$ cat src/rtl/cpu_defs_pkg.sv
// Shared CPU definitions: divider FSM states, widths and the divide-by-zero quotient.
package cpu_defs_pkg;

  localparam int DIV_WIDTH = 32;
  localparam int DIV_CNT_W = 5;

  localparam logic [DIV_WIDTH-1:0] DIV0_QUOT = {DIV_WIDTH{1'b1}};

  typedef enum logic [1:0] {
    IDLE = 2'd0,
    RUN  = 2'd1,
    DONE = 2'd2
  } div_state_e;

endpackage

$ cat src/rtl/div_step.sv
// One combinational restoring-division iteration: shift in the next dividend bit,
// trial-subtract the divisor and keep the difference when it is non-negative.
module div_step
  import cpu_defs_pkg::*;
#(
  parameter int WIDTH = DIV_WIDTH
) (
  input  logic [WIDTH-1:0] rem_i,
  input  logic [WIDTH-1:0] quo_i,
  input  logic [WIDTH-1:0] div_i,
  output logic [WIDTH-1:0] rem_o,
  output logic [WIDTH-1:0] quo_o
);

  logic [WIDTH:0] shifted_s;
  logic [WIDTH:0] trial_s;

  // rem < div always holds, so a non-negative trial never sets the top bit.
  always_comb begin
    shifted_s = {rem_i, quo_i[WIDTH-1]};
    trial_s   = shifted_s - {1'b0, div_i};
    if (trial_s[WIDTH]) begin
      rem_o = shifted_s[WIDTH-1:0];
      quo_o = {quo_i[WIDTH-2:0], 1'b0};
    end else begin
      rem_o = trial_s[WIDTH-1:0];
      quo_o = {quo_i[WIDTH-2:0], 1'b1};
    end
  end

endmodule

$ cat src/rtl/div_unit.sv
// Multi-cycle radix-2 restoring divider for DIV/DIVU; stalls the pipeline while
// running and produces {remainder, quotient} for hi/lo.
module div_unit
  import cpu_defs_pkg::*;
#(
  parameter int WIDTH = DIV_WIDTH,
  parameter int CNT_W = DIV_CNT_W
) (
  input  logic               clk,
  input  logic               rst,
  input  logic               start,
  input  logic               signed_div,
  input  logic [WIDTH-1:0]   a,
  input  logic [WIDTH-1:0]   b,
  input  logic               cancel,
  output logic               div_stall,
  output logic               valid,
  output logic [2*WIDTH-1:0] result
);

  div_state_e         state_q, state_d;
  logic [CNT_W-1:0]   cnt_q, cnt_d;
  logic [WIDTH-1:0]   rem_q, rem_d;
  logic [WIDTH-1:0]   quo_q, quo_d;
  logic [WIDTH-1:0]   div_q, div_d;
  logic               neg_quo_q, neg_quo_d;
  logic               neg_rem_q, neg_rem_d;
  logic [2*WIDTH-1:0] result_q, result_d;

  logic [WIDTH-1:0]   a_mag_s;
  logic [WIDTH-1:0]   b_mag_s;
  logic [WIDTH-1:0]   step_rem_s;
  logic [WIDTH-1:0]   step_quo_s;
  logic [WIDTH-1:0]   fix_rem_s;
  logic [WIDTH-1:0]   fix_quo_s;
  logic               b_zero_s;

  div_step #(.WIDTH(WIDTH)) u_step (
    .rem_i (rem_q),
    .quo_i (quo_q),
    .div_i (div_q),
    .rem_o (step_rem_s),
    .quo_o (step_quo_s)
  );

  always_comb begin
    a_mag_s   = (signed_div && a[WIDTH-1]) ? -a : a;
    b_mag_s   = (signed_div && b[WIDTH-1]) ? -b : b;
    b_zero_s  = (b == {WIDTH{1'b0}});
    fix_quo_s = neg_quo_q ? -step_quo_s : step_quo_s;
    fix_rem_s = neg_rem_q ? -step_rem_s : step_rem_s;
  end

  // Result is loaded on the edge into DONE so it is stable while valid is high.
  always_comb begin
    state_d   = state_q;
    cnt_d     = cnt_q;
    rem_d     = rem_q;
    quo_d     = quo_q;
    div_d     = div_q;
    neg_quo_d = neg_quo_q;
    neg_rem_d = neg_rem_q;
    result_d  = result_q;
    case (state_q)
      IDLE: begin
        if (start && !cancel) begin
          cnt_d     = {CNT_W{1'b0}};
          rem_d     = {WIDTH{1'b0}};
          neg_quo_d = signed_div & (a[WIDTH-1] ^ b[WIDTH-1]);
          neg_rem_d = signed_div & a[WIDTH-1];
          if (b_zero_s) begin
            quo_d    = a;
            div_d    = b;
            result_d = {a, DIV0_QUOT};
            state_d  = DONE;
          end else begin
            quo_d    = a_mag_s;
            div_d    = b_mag_s;
            state_d  = RUN;
          end
        end else begin
          state_d = IDLE;
        end
      end
      RUN: begin
        if (cancel) begin
          state_d = IDLE;
        end else begin
          rem_d = step_rem_s;
          quo_d = step_quo_s;
          if (cnt_q == CNT_W'(WIDTH - 1)) begin
            result_d = {fix_rem_s, fix_quo_s};
            state_d  = DONE;
          end else begin
            cnt_d = cnt_q + CNT_W'(1);
          end
        end
      end
      DONE: begin
        state_d = IDLE;
      end
      default: begin
        state_d = IDLE;
      end
    endcase
  end

  always_ff @(posedge clk) begin
    if (rst) begin
      state_q   <= IDLE;
      cnt_q     <= {CNT_W{1'b0}};
      rem_q     <= {WIDTH{1'b0}};
      quo_q     <= {WIDTH{1'b0}};
      div_q     <= {WIDTH{1'b0}};
      neg_quo_q <= 1'b0;
      neg_rem_q <= 1'b0;
      result_q  <= {(2*WIDTH){1'b0}};
    end else begin
      state_q   <= state_d;
      cnt_q     <= cnt_d;
      rem_q     <= rem_d;
      quo_q     <= quo_d;
      div_q     <= div_d;
      neg_quo_q <= neg_quo_d;
      neg_rem_q <= neg_rem_d;
      result_q  <= result_d;
    end
  end

  // Stall drops in DONE so the divide instruction leaves E in the valid cycle.
  always_comb begin
    div_stall = ((state_q == IDLE) && start && !cancel && !b_zero_s) || (state_q == RUN);
    valid     = (state_q == DONE) && !cancel;
    result    = result_q;
  end

endmodule

$ cat config.mk
export PLATFORM = sky130hd
export DESIGN_NAME = div_unit
export DESIGN_NICKNAME = d
export VERILOG_FILES = /design/src/rtl/cpu_defs_pkg.sv /design/src/rtl/div_step.sv /design/src/rtl/div_unit.sv
export SDC_FILE = /design/constraint.sdc
export NUM_CORES = 1
export LEC_CHECK = 0
export ABC_AREA = 1
export CAP_MARGIN = 20
export CORE_MARGIN = 2
export CORE_UTILIZATION = 41
export DETAILED_ROUTE_END_ITERATION = 8
export SYNTH_ARGS = -nofsm -noshare
export SYNTH_HDL_FRONTEND = slang
export SYNTH_SLANG_ARGS = --single-unit
$ cat constraint.sdc
create_clock -name clk -period 5.6 [get_ports clk]
set_clock_uncertainty 0.15 [all_clocks]
set_input_delay 0.56 -clock clk [delete_from_list [all_inputs] [get_ports clk]]
set_output_delay 0.56 -clock clk [all_outputs]
set_load 0.005 [all_outputs]
==> results.md, run 1 <==
- TritonCTS clock tree: built
- Grt met3 use: 4.62%
- Num CTS Buffers: 17
- Area leader, netlist: dfxtp_1
- Core area: 30700 µm²
- CTS-repair resized insts: 0
- Critical path endpoint category: flip-flop
- GRT Max-Usage Layer: met2
- Total gr overflow: 0
- Vias in the first global route: around 13k
- Post-CTS setup buffers: 0
- Routed Antenna Nets: 0
- Reg clk slew, reported paths: 0.07 ns
- Max cap viols: 0
- Period utilisation layout: between 80% and 90%
- Main flop type after synthesis: dfxtp_1
- Worst-path fanout max: 8
- Distinct cell type count after synthesis: 57
- Vias/cell: 5.29
- Final Hold Vio Count: 0
- Worst R2R Setup Slack: approximately 1 ns
- Register area: 3380 µm²
- Pwr Density: 232 nW/µm²
- Post-Route WL: 43.6 mm
- Post-Syn Area per Cell: ~6.0 µm²
- Maximum vdd drop: 236 µV
- Initial antenna violation count: 0
- Vias post-DR: 13.9k
- Sum Neg Setup Slack: 0 ns
- Fin. max-slew vios: 0
- Worst Tran Pin Value: 1.02 ns
- Buffer levels on the longest clock path: 2
- Worst hold path cell count: 2
- Worst Setup Start Kind: flip-flop
- Hold Path Origin: result[27]
- Worst hold margin: between 0.3 and 0.4 ns
- Multi-input gate area: 7950 µm²
- GP Congestion: 0.922
- Top-Level Pins: 135
- Dpl hpwl: 33.4 mm
- #FFs+latches synth: 169
- P_leak: about 7.2 nW
- Share of cells above drive strength 1: 5.30%
- Clock Latency Late Sink: 0.46 ns
- Min Tclk post-route: 4.61 ns
- DRT iter0 DRCs: 972
- CP max stage delay: approximately 0.40 ns
- Overall routing resource usage: 26.7%
- Mapped Area: 12800 µm²
- Register area share after synthesis: 26.4%
- Min-Delay Path Class: flip-flop to flip-flop
- Num rows: 64
- Fin util: 49.0%
- R2r endpoint: result[28]
- Die Ht: 181 µm
- CP Class: flip-flop to flip-flop
- Clk sinks: 169
- RSZ-0062 raised after global routing: false
- Number of synthesized flops with an enable pin: 0
- H-tree Lvls: 4
- Post-synthesis cell count: 2129
- GR Util met2: 41.8%
- Async S/R FF share, synth: 0%
- Die area: 32700 µm²
- Nets: between 2k and 2.5k
- Clock Tree Root: clkbuf_16
- DR pass1 iterations: 6
- Area delta synth->final: 17.4%
- Hold path endpoint: result[27]
- Crit-path slowest cell: fa_1
- CTS Hold Bufs: 0
- Status: finished, final reports clean
- Post-synthesis net count: 2237
- DRC viols: 0
- CP Data Arrival Time: just under 5 ns
- R2r worst-path depth: 28
- Origin of the critical flop-to-flop path: quo_q[31]
- Initial core utilization: 41.8%
- PnR worst setup slack: approximately 0.99 ns
- Pin count of the biggest net entering global routing: 73
- Diodes inserted: 0
- Wirelength per Cell: 16.6 µm
- Setup WS pre-CTS: 1.05 ns
- Die X-Extent: about 180 µm
- Worst EP required: ~5.9 ns
- I/O Buffers: 134
- Setup-failing EPs final: 0
- Global-route wire length before repair: approximately 70 mm
- Total number of yosys warnings: 0
- # fillers: 3283
- Met1 GRT Util: between 30% and 40%
- CP most frequent cell: nand2_1
- Yosys top cell area share: 26.4%
- Synth top area cells: dfxtp_1 26%, nand2_1 16%, inv_1 8.6%
- Max Fclk: 217 MHz
- Worst rel slew slack: 31.9%
-- layer usage --
| metal | routed length, µm | vias to the layer above |
|---|---|---|
| li1 | - | 7106 |
| met5 | 0 | - |
| met1 | 21000 | 6326 |
| met3 | 2490 | 57 |
| met2 | 18900 | 388 |
| met4 | 1100 | 0 |
-- where the power goes --
group | total, W | leakage [nW] | internal [W] | switching (W)
Combinational | 0.000889 | 5.48 | 0.000310 | 0.000579
Clock | 0.00129 | 0.293 | 0.000712 | 0.000576
Sequential | 0.00131 | 1.38 | 0.00126 | 0.0000522
-- synth_stat cells, types with 4 or more instances --
| master | number |
|---|---|
| nor4_1 | 10 |
| o211ai_1 | 27 |
| nand3b_1 | 11 |
| nor3_2 | 6 |
| nand3_1 | 142 |
| ha_1 | 38 |
| nand2_1 | 551 |
| a21oi_1 | 181 |
| buf_2 | 6 |
| nor3_1 | 27 |
| nand4_1 | 30 |
| dfxtp_1 | 169 |
| nor2_1 | 227 |
| o21ai_1 | 6 |
| o21ai_0 | 128 |
| buf_4 | 4 |
| clkbuf_1 | 63 |
| o221ai_1 | 16 |
| inv_1 | 292 |
| or2_2 | 9 |
| buf_1 | 11 |
| nand2_2 | 22 |
| xnor2_1 | 23 |
| o311ai_0 | 4 |
| o21bai_1 | 7 |
| xor2_1 | 29 |
| nor2_2 | 6 |
| or3_1 | 5 |
| a31oi_1 | 27 |
| o21ai_2 | 4 |
-- critical path: cells and delay by family, from the launching register on --
family	cells	cell delay, ns
buf+inv	4	0.27
xor+xnor	1	0.18
simple gates	18	2.62
compound gates	2	0.32
flops	1	0.32
fa+ha+maj	3	0.72
-- stage by stage --
step	instances	total power [W]	instance area (µm²)
2_1_floorplan	2129	0.00191	12800
3_3_place_gp	2589	0.00221	14400
3_5_place_dp	2589	0.00222	14400
4_1_cts	2621	0.00351	15000
5_1_grt	2621	0.00367	15000
6_report	2621	0.00349	15000
-- cells in the final DEF (no fill, tap or decap), types with 4 or more instances in the layout --
cell / netlist / routed
nand2_1: 551 / 551
o21ai_2: 4 / 4
nand2_2: 22 / 22
o21bai_1: 7 / 7
dfxtp_1: 169 / 169
nor2_2: 6 / 7
nand3_1: 142 / 142
nand3b_1: 11 / 11
o21ai_1: 6 / 6
clkdlybuf4s50_1: 0 / 133
nor3_1: 27 / 27
o21ai_0: 128 / 128
clkbuf_16: 0 / 17
xor2_1: 29 / 29
ha_1: 38 / 38
o211ai_1: 27 / 27
nor3_2: 6 / 5
nand4_1: 30 / 30
inv_1: 292 / 290
inv_6: 0 / 4
o311ai_0: 4 / 4
nor4_1: 10 / 10
o221ai_1: 16 / 16
inv_2: 2 / 4
nor2_1: 227 / 224
a21oi_1: 181 / 181
or2_2: 9 / 9
xnor2_1: 23 / 23
a31oi_1: 27 / 27
buf_4: 4 / 17
or3_1: 5 / 5
-- registers in the layout, indices dropped and copies added, names as in the netlist --
| name | flops |
|---|---|
| state_q | 2 |
| neg_quo_q | 1 |
| rem_q | 32 |
| quo_q | 32 |
| cnt_q | 5 |
| div_q | 32 |
| neg_rem_q | 1 |
| result | 64 |
-- final cells by class --
class                      instances  share of cell area, %
multi-input combinational       1576                   52.9
tap                              396                   3.29
inverter                         296                   7.39
timing repair buffer             152                   9.87
sequential                       169                   22.5
clock inverter                    15                   1.26
clock buffer                      17                   2.83
-- kinds of logic (layout without fill, tap and decap cells) --
group                    count (synthesis)  after routing  share of synthesized area [%]
buffers and inverters                  384            480                           11.7
AO/OA/AOI/OAI                          424            424                           18.8
XOR/XNOR                                52             52                           3.56
AND/OR/NAND/NOR                       1061           1061                           35.7
flip-flops                             169            169                           26.4
adder cells (fa/ha/maj)                 39             39                           3.87
-- worst max-delay path by stage --
stage | slack, ns | endpoint | depth (start not counted) | from
after detailed placement | 1.05 | result[28] | 28 | quo_q[31]
after global placement | 1.18 | result[28] | 28 | quo_q[31]
after CTS | 1.02 | result[28] | 28 | quo_q[31]
after global routing | 0.33 | result[30] | 28 | quo_q[31]
final | 0.99 | result[28] | 28 | quo_q[31]
after floorplan | 1.53 | result[30] | 29 | quo_q[31]
No activity file was read; power rests on OpenSTA's default activity.
==> run 2: changes to the inputs <==
clock period = 3.7 ns   (was 5.6 ns; I/O delays follow)
==> results.md, run 2 (synthesis gave the netlist of run 1 again) <==
- Status: complete, but fails checks
- Failing checks: negative setup slack
- Worst Setup Start Kind: flip-flop
- Fin. max-slew vios: 0
- CP Class: flip-flop to flip-flop
- Die area: 32700 µm²
- GP Congestion: 0.955
- Top-Level Pins: between 100 and 150
- Worst R2R Setup Slack: -0.14 ns
- DRC viols: 0
- Crit path depth: 24
- Buffer levels on the longest clock path: 2
- DRT iter0 DRCs: ~1.3k
- Fin cells: 2832
- Worst EP required: 3.95 ns
- Min Tclk post-route: 3.84 ns
- R2r endpoint: result[28]
- Initial antenna violation count: 0
- Maximum vdd drop: 344 µV
- DR pass1 iterations: 6
- CP max stage delay: 0.33 ns
- RSZ-0062 raised after global routing: true
- Worst Setup SP: div_q[27]
- Post-Route WL: 46.6 mm
- Die X-Extent: approximately 180 µm
- Pin count of the biggest net entering global routing: 72
- Num CTS Buffers: 17
- R2r worst-path depth: 24
- Wirelength per Cell: 16.5 µm
- Reg clk slew, reported paths: 0.08 ns
- Worst setup path end: result[28]
- Share of cells above drive strength 1: 16.6%
- Worst path bufs/invs: 3
- Overall routing resource usage: 28.2%
- Crit-path slowest cell: dfxtp_1
- Total power: 0.00545 W
- Global-route wire length before repair: 74.2 mm
- Worst Tran Pin Value: 0.833 ns
- Diodes inserted: 0
- CP Data Arrival Time: 4.09 ns
- Dpl hpwl: roughly 35 mm
- Pwr Density: roughly 320 nW/µm²
- PnR worst setup slack: -0.141 ns
- Initial core utilization: 41.8%
- Final Hold Vio Count: 0
- Worst-path fanout max: 3
- Setup-failing EPs final: 6
- Fin util: 55.7%
- P_leak: a little over 8 nW
- Routed Antenna Nets: 0
- I/O Buffers: 134
- H-tree Lvls: 4
- Clock Tree Root: clkbuf_16
- Origin of the critical flop-to-flop path: div_q[27]
- Area delta synth->final: 33.4%
- Placed cells: 2777
- Nets: 2531
- Commonest non-fill, non-tap cell in the layout: nand2_1
- Vias in the first global route: 14.3k
- Core area: 30700 µm²
- Setup WS pre-CTS: -0.255 ns
- Die Ht: between 150 and 200 µm
- Critical path endpoint category: flip-flop
- Max cap viols: 0
- Cell family with most CP delay: simple AND/OR/NAND/NOR gates
- TritonCTS clock tree: built
- Period utilisation layout: 104%
- Clk sinks: 169
- CTS Hold Bufs: 0
- Sum Neg Setup Slack: -0.389 ns
- Most frequent cells in the layout: 530 x nand2_1, 285 x inv_1, 220 x buf_4
- Min-Delay Path Class: primary input to flip-flop
- Worst rel slew slack: 43.9%
- Max Fclk: 260 MHz
- Num rows: 64
- Total gr overflow: 0
- CP cell instances: inv_1, ha_1, a21oi_1, nand2_1, nand2_1, nand2_1, a21oi_4, nand3_4, nand2_4, ha_4, inv_4, nor3_4, nand2_2, nor3_4, nand2_2, nor2_2, and3_4, nand3_4, nor2_4, nand3_4, o21ai_2, xor2_1, o221ai_1, inv_1
- Clock Latency Late Sink: 0.47 ns
- Number of flip-flops under the largest register name: between 60 and 70
- Vias post-DR: 15.0k
- Vias/cell: 5.31
run 2: changes by cell type in the layout (fill, tap and decap cells not counted), sizes merged:
cell,change
clkbuf,+2
clkinv,-1
bufinv,-3
buf,+210
inv,+2
clkinvlp,+1
run 2: final cells by class:
type                       count  area, µm²
tap                          396        495
inverter                     296       1120
fill                        3123      13600
clock inverter                14        135
clock buffer                  18        429
timing repair buffer         363       3160
sequential                   169       3390
multi-input combinational   1576       8360
run 2: how the worst min path moves through the flow:
stage | from | endpoint | depth (start not counted) | slack [ns]
after floorplan | div_q[0] | div_q[0] | 2 | 0.29
after global placement | result[49] | result[49] | 2 | 0.30
after detailed placement | result[31] | result[31] | 2 | 0.31
after CTS | rst | state_q[1] | 2 | 0.09
after global routing | rst | rem_q[2] | 2 | 0.12
final | rst | state_q[1] | 2 | 0.09
run 2: what timing repair did:
| item | CTS | global route |
|---|---|---|
| cloned | 0 | 1 |
| buffers inserted | 3 | 19 |
| pin swaps | 14 | 36 |
| setup endpoints to repair | 22 | 36 |
| resized for setup | 12 | 82 |
run 2: routing by layer:
metal,global-route usage [%],vias to the layer above,routed length (µm)
met5,0,-,0
met3,3.87,70,2650
met4,8.68,0,1200
li1,-,7539,-
met1,38.8,6931,21700
met2,45.9,493,21100
run 2: metrics by stage:
step	area [µm²]	hold slack, ns
detailed placement	15900	0.306
floorplan	12900	0.289
global route	17100	0.115
finish	17100	0.0892
CTS	16600	0.0888
global placement	15900	0.303
run 2: report_power, final:
group / switching [W] / leakage [nW] / total (W) / internal [W]
logic: 0.000983 / 6.62 / 0.00167 / 0.000690
registers: 0.0000784 / 1.38 / 0.00198 / 0.00191
clock network: 0.000908 / 0.264 / 0.00180 / 0.000890
==> run 3: changes to the inputs <==
CELL_PAD_IN_SITES_DETAIL_PLACEMENT = 0   (was default)
CELL_PAD_IN_SITES_GLOBAL_PLACEMENT = 1   (was default)
CORE_UTILIZATION = 40   (was 41)
PLACE_DENSITY_LB_ADDON = 0.1   (was default)
clock period = 4.4 ns   (was 3.7 ns; I/O delays follow)
==> results.md, run 3 (synthesis gave the netlist of run 1 again) <==
- CTS Hold Bufs: 0
- Hold path endpoint: result[49]
- Share of cells above drive strength 1: 6.81%
- Worst rel slew slack: 33.6%
- Die area: 33500 µm²
- Initial antenna violation count: 1
- Nets: 2342
- Commonest non-fill, non-tap cell in the layout: nand2_1
- Worst R2R Setup Slack: approximately 0.31 ns
- Setup-failing EPs final: 0
- Status: finished, final reports clean
- CP max stage delay: 0.35 ns
- Worst Setup SP: quo_q[31]
- Routed wl met3: 2.73 mm
- Maximum vdd drop: 299 µV
- Final Hold Vio Count: 0
- Met2 WL: a little over 20 mm
- Pin count of the biggest net entering global routing: 72
- Max Fclk: roughly 240 MHz
- Reg clk slew, reported paths: 0.07 ns
- DRC viols: 0
- Routed Antenna Nets: 0
- H-tree Lvls: 4
- Core area: 31600 µm²
- Most frequent cells in the layout: 549 x nand2_1, 290 x inv_1, 222 x nor2_1
- Die X-Extent: 183 µm
- Clk sinks: approximately 170
- Vias in the first global route: ~13k
- Met1 WL: 22.7 mm
- R2r worst-path depth: 28
- Overall routing resource usage: 28.1%
- GP Congestion: between 0.9 and 1
- Vias post-DR: approximately 14k
- Dpl hpwl: ~36 mm
- Diodes inserted: 0
- Initial core utilization: ~41%
- Worst-path fanout max: 3
- Period utilisation layout: 92.9%
- Origin of the critical flop-to-flop path: quo_q[31]
- Num rows: 65
- Min-Delay Path Class: flip-flop to flip-flop
- DRT iter0 DRCs: 1233
- Global-route wire length before repair: 73.8 mm
- P_leak: 7.24 nW
- DR pass1 iterations: 6
- I/O Buffers: 134
- Min Tclk post-route: between 4 and 5 ns
- R2r endpoint: result[28]
- Worst Setup Start Kind: flip-flop
- Pwr Density: between 200 and 300 nW/µm²
- CP Data Arrival Time: 4.33 ns
- Fin. max-slew vios: 0
- Max cap viols: 0
- Die Ht: about 180 µm
- Vias/cell: 5.34
- Hold Path Origin: result[49]
- RSZ-0062 raised after global routing: false
- Total power: between 0.004 and 0.005 W
- Wirelength per Cell: 17.6 µm
- Total gr overflow: 0
- # fillers: between 3k and 4k
- Clock Latency Late Sink: 0.45 ns
- Worst EP required: between 4 and 5 ns
- Num CTS Buffers: 17
- Fin cells: around 2.6k
- Post-Route WL: 46.7 mm
- Max Used Layer: met4
- Placed cells: 2615
- Crit-path slowest cell: fa_2
- Worst Tran Pin Value: 0.995 ns
- Buffer levels on the longest clock path: 2
- Top-Level Pins: 135
- TritonCTS clock tree: built
- Critical path endpoint category: flip-flop
- Area delta synth->final: 19.0%
- CP Class: flip-flop to flip-flop
- Worst hold path cell count: 2
- Number of flip-flops under the largest register name: 64
- Fin util: 48.3%
- Clock Tree Root: clkbuf_16
[run 3: cell type report]
cell class / count / area (µm²) / area share (%)
inverter: 296 / 1110 / 7.29
tap: 402 / 503 / 3.30
multi-input combinational: 1576 / 8020 / 52.6
sequential: 169 / 3380 / 22.2
clock buffer: 19 / 453 / 2.97
clock inverter: 13 / 119 / 0.780
timing repair buffer: 174 / 1650 / 10.8
[run 3: where the power goes]
part / internal (W) / switching [W] / leakage (nW) / total, W
Combinational: 0.000423 / 0.000777 / 5.59 / 0.00120
Clock: 0.000814 / 0.000718 / 0.272 / 0.00153
Sequential: 0.00160 / 0.0000687 / 1.38 / 0.00167
Total: 0.00284 / 0.00156 / 7.24 / 0.00440
[run 3: how the worst max path moves through the flow]
stage                      end  slack (ns)  cells past startpoint
floorplan           result[30]        0.33                     29
global placement    result[30]        0.04                     28
detailed placement  result[30]       -0.04                     28
CTS                 result[30]        0.07                     28
global route        result[30]       0.004                     29
finish              result[28]        0.31                     28
[run 3: per-layer routing]
layer  track usage, %  vias to the layer above
met4             6.78                        0
met2             44.1                      440
met3             4.13                       47
li1                 -                     7153
met1             40.5                     6504
met5                0                        -
[run 3: worst max-delay path, delay by kind of cell, from the launching register on]
family,cells,cell delay (ns)
compound gates,2,0.27
xor+xnor,1,0.17
fa+ha+maj,3,0.67
buf+inv,4,0.28
flops,1,0.31
simple gates,18,2.18
[run 3: through the flow]
stage	hold slack [ns]	instance area, µm²	setup TNS (ns)	worst slack [ns]
2_1_floorplan	0.282	12800	0	0.332
3_3_place_gp	0.303	14600	0	0.0446
3_5_place_dp	0.305	14600	-0.0795	-0.0434
4_1_cts	0.316	15200	0	0.0682
5_1_grt	0.334	15200	0	0.00353
6_report	0.315	15200	0	0.314
[run 3: repair_timing]
item / CTS / global route
buffers inserted: 0 / 2
pin swaps: 0 / 5
hold endpoints to repair: 0 / 0
endpoints found under the setup margin: 2 / 18
resized for setup: 2 / 17
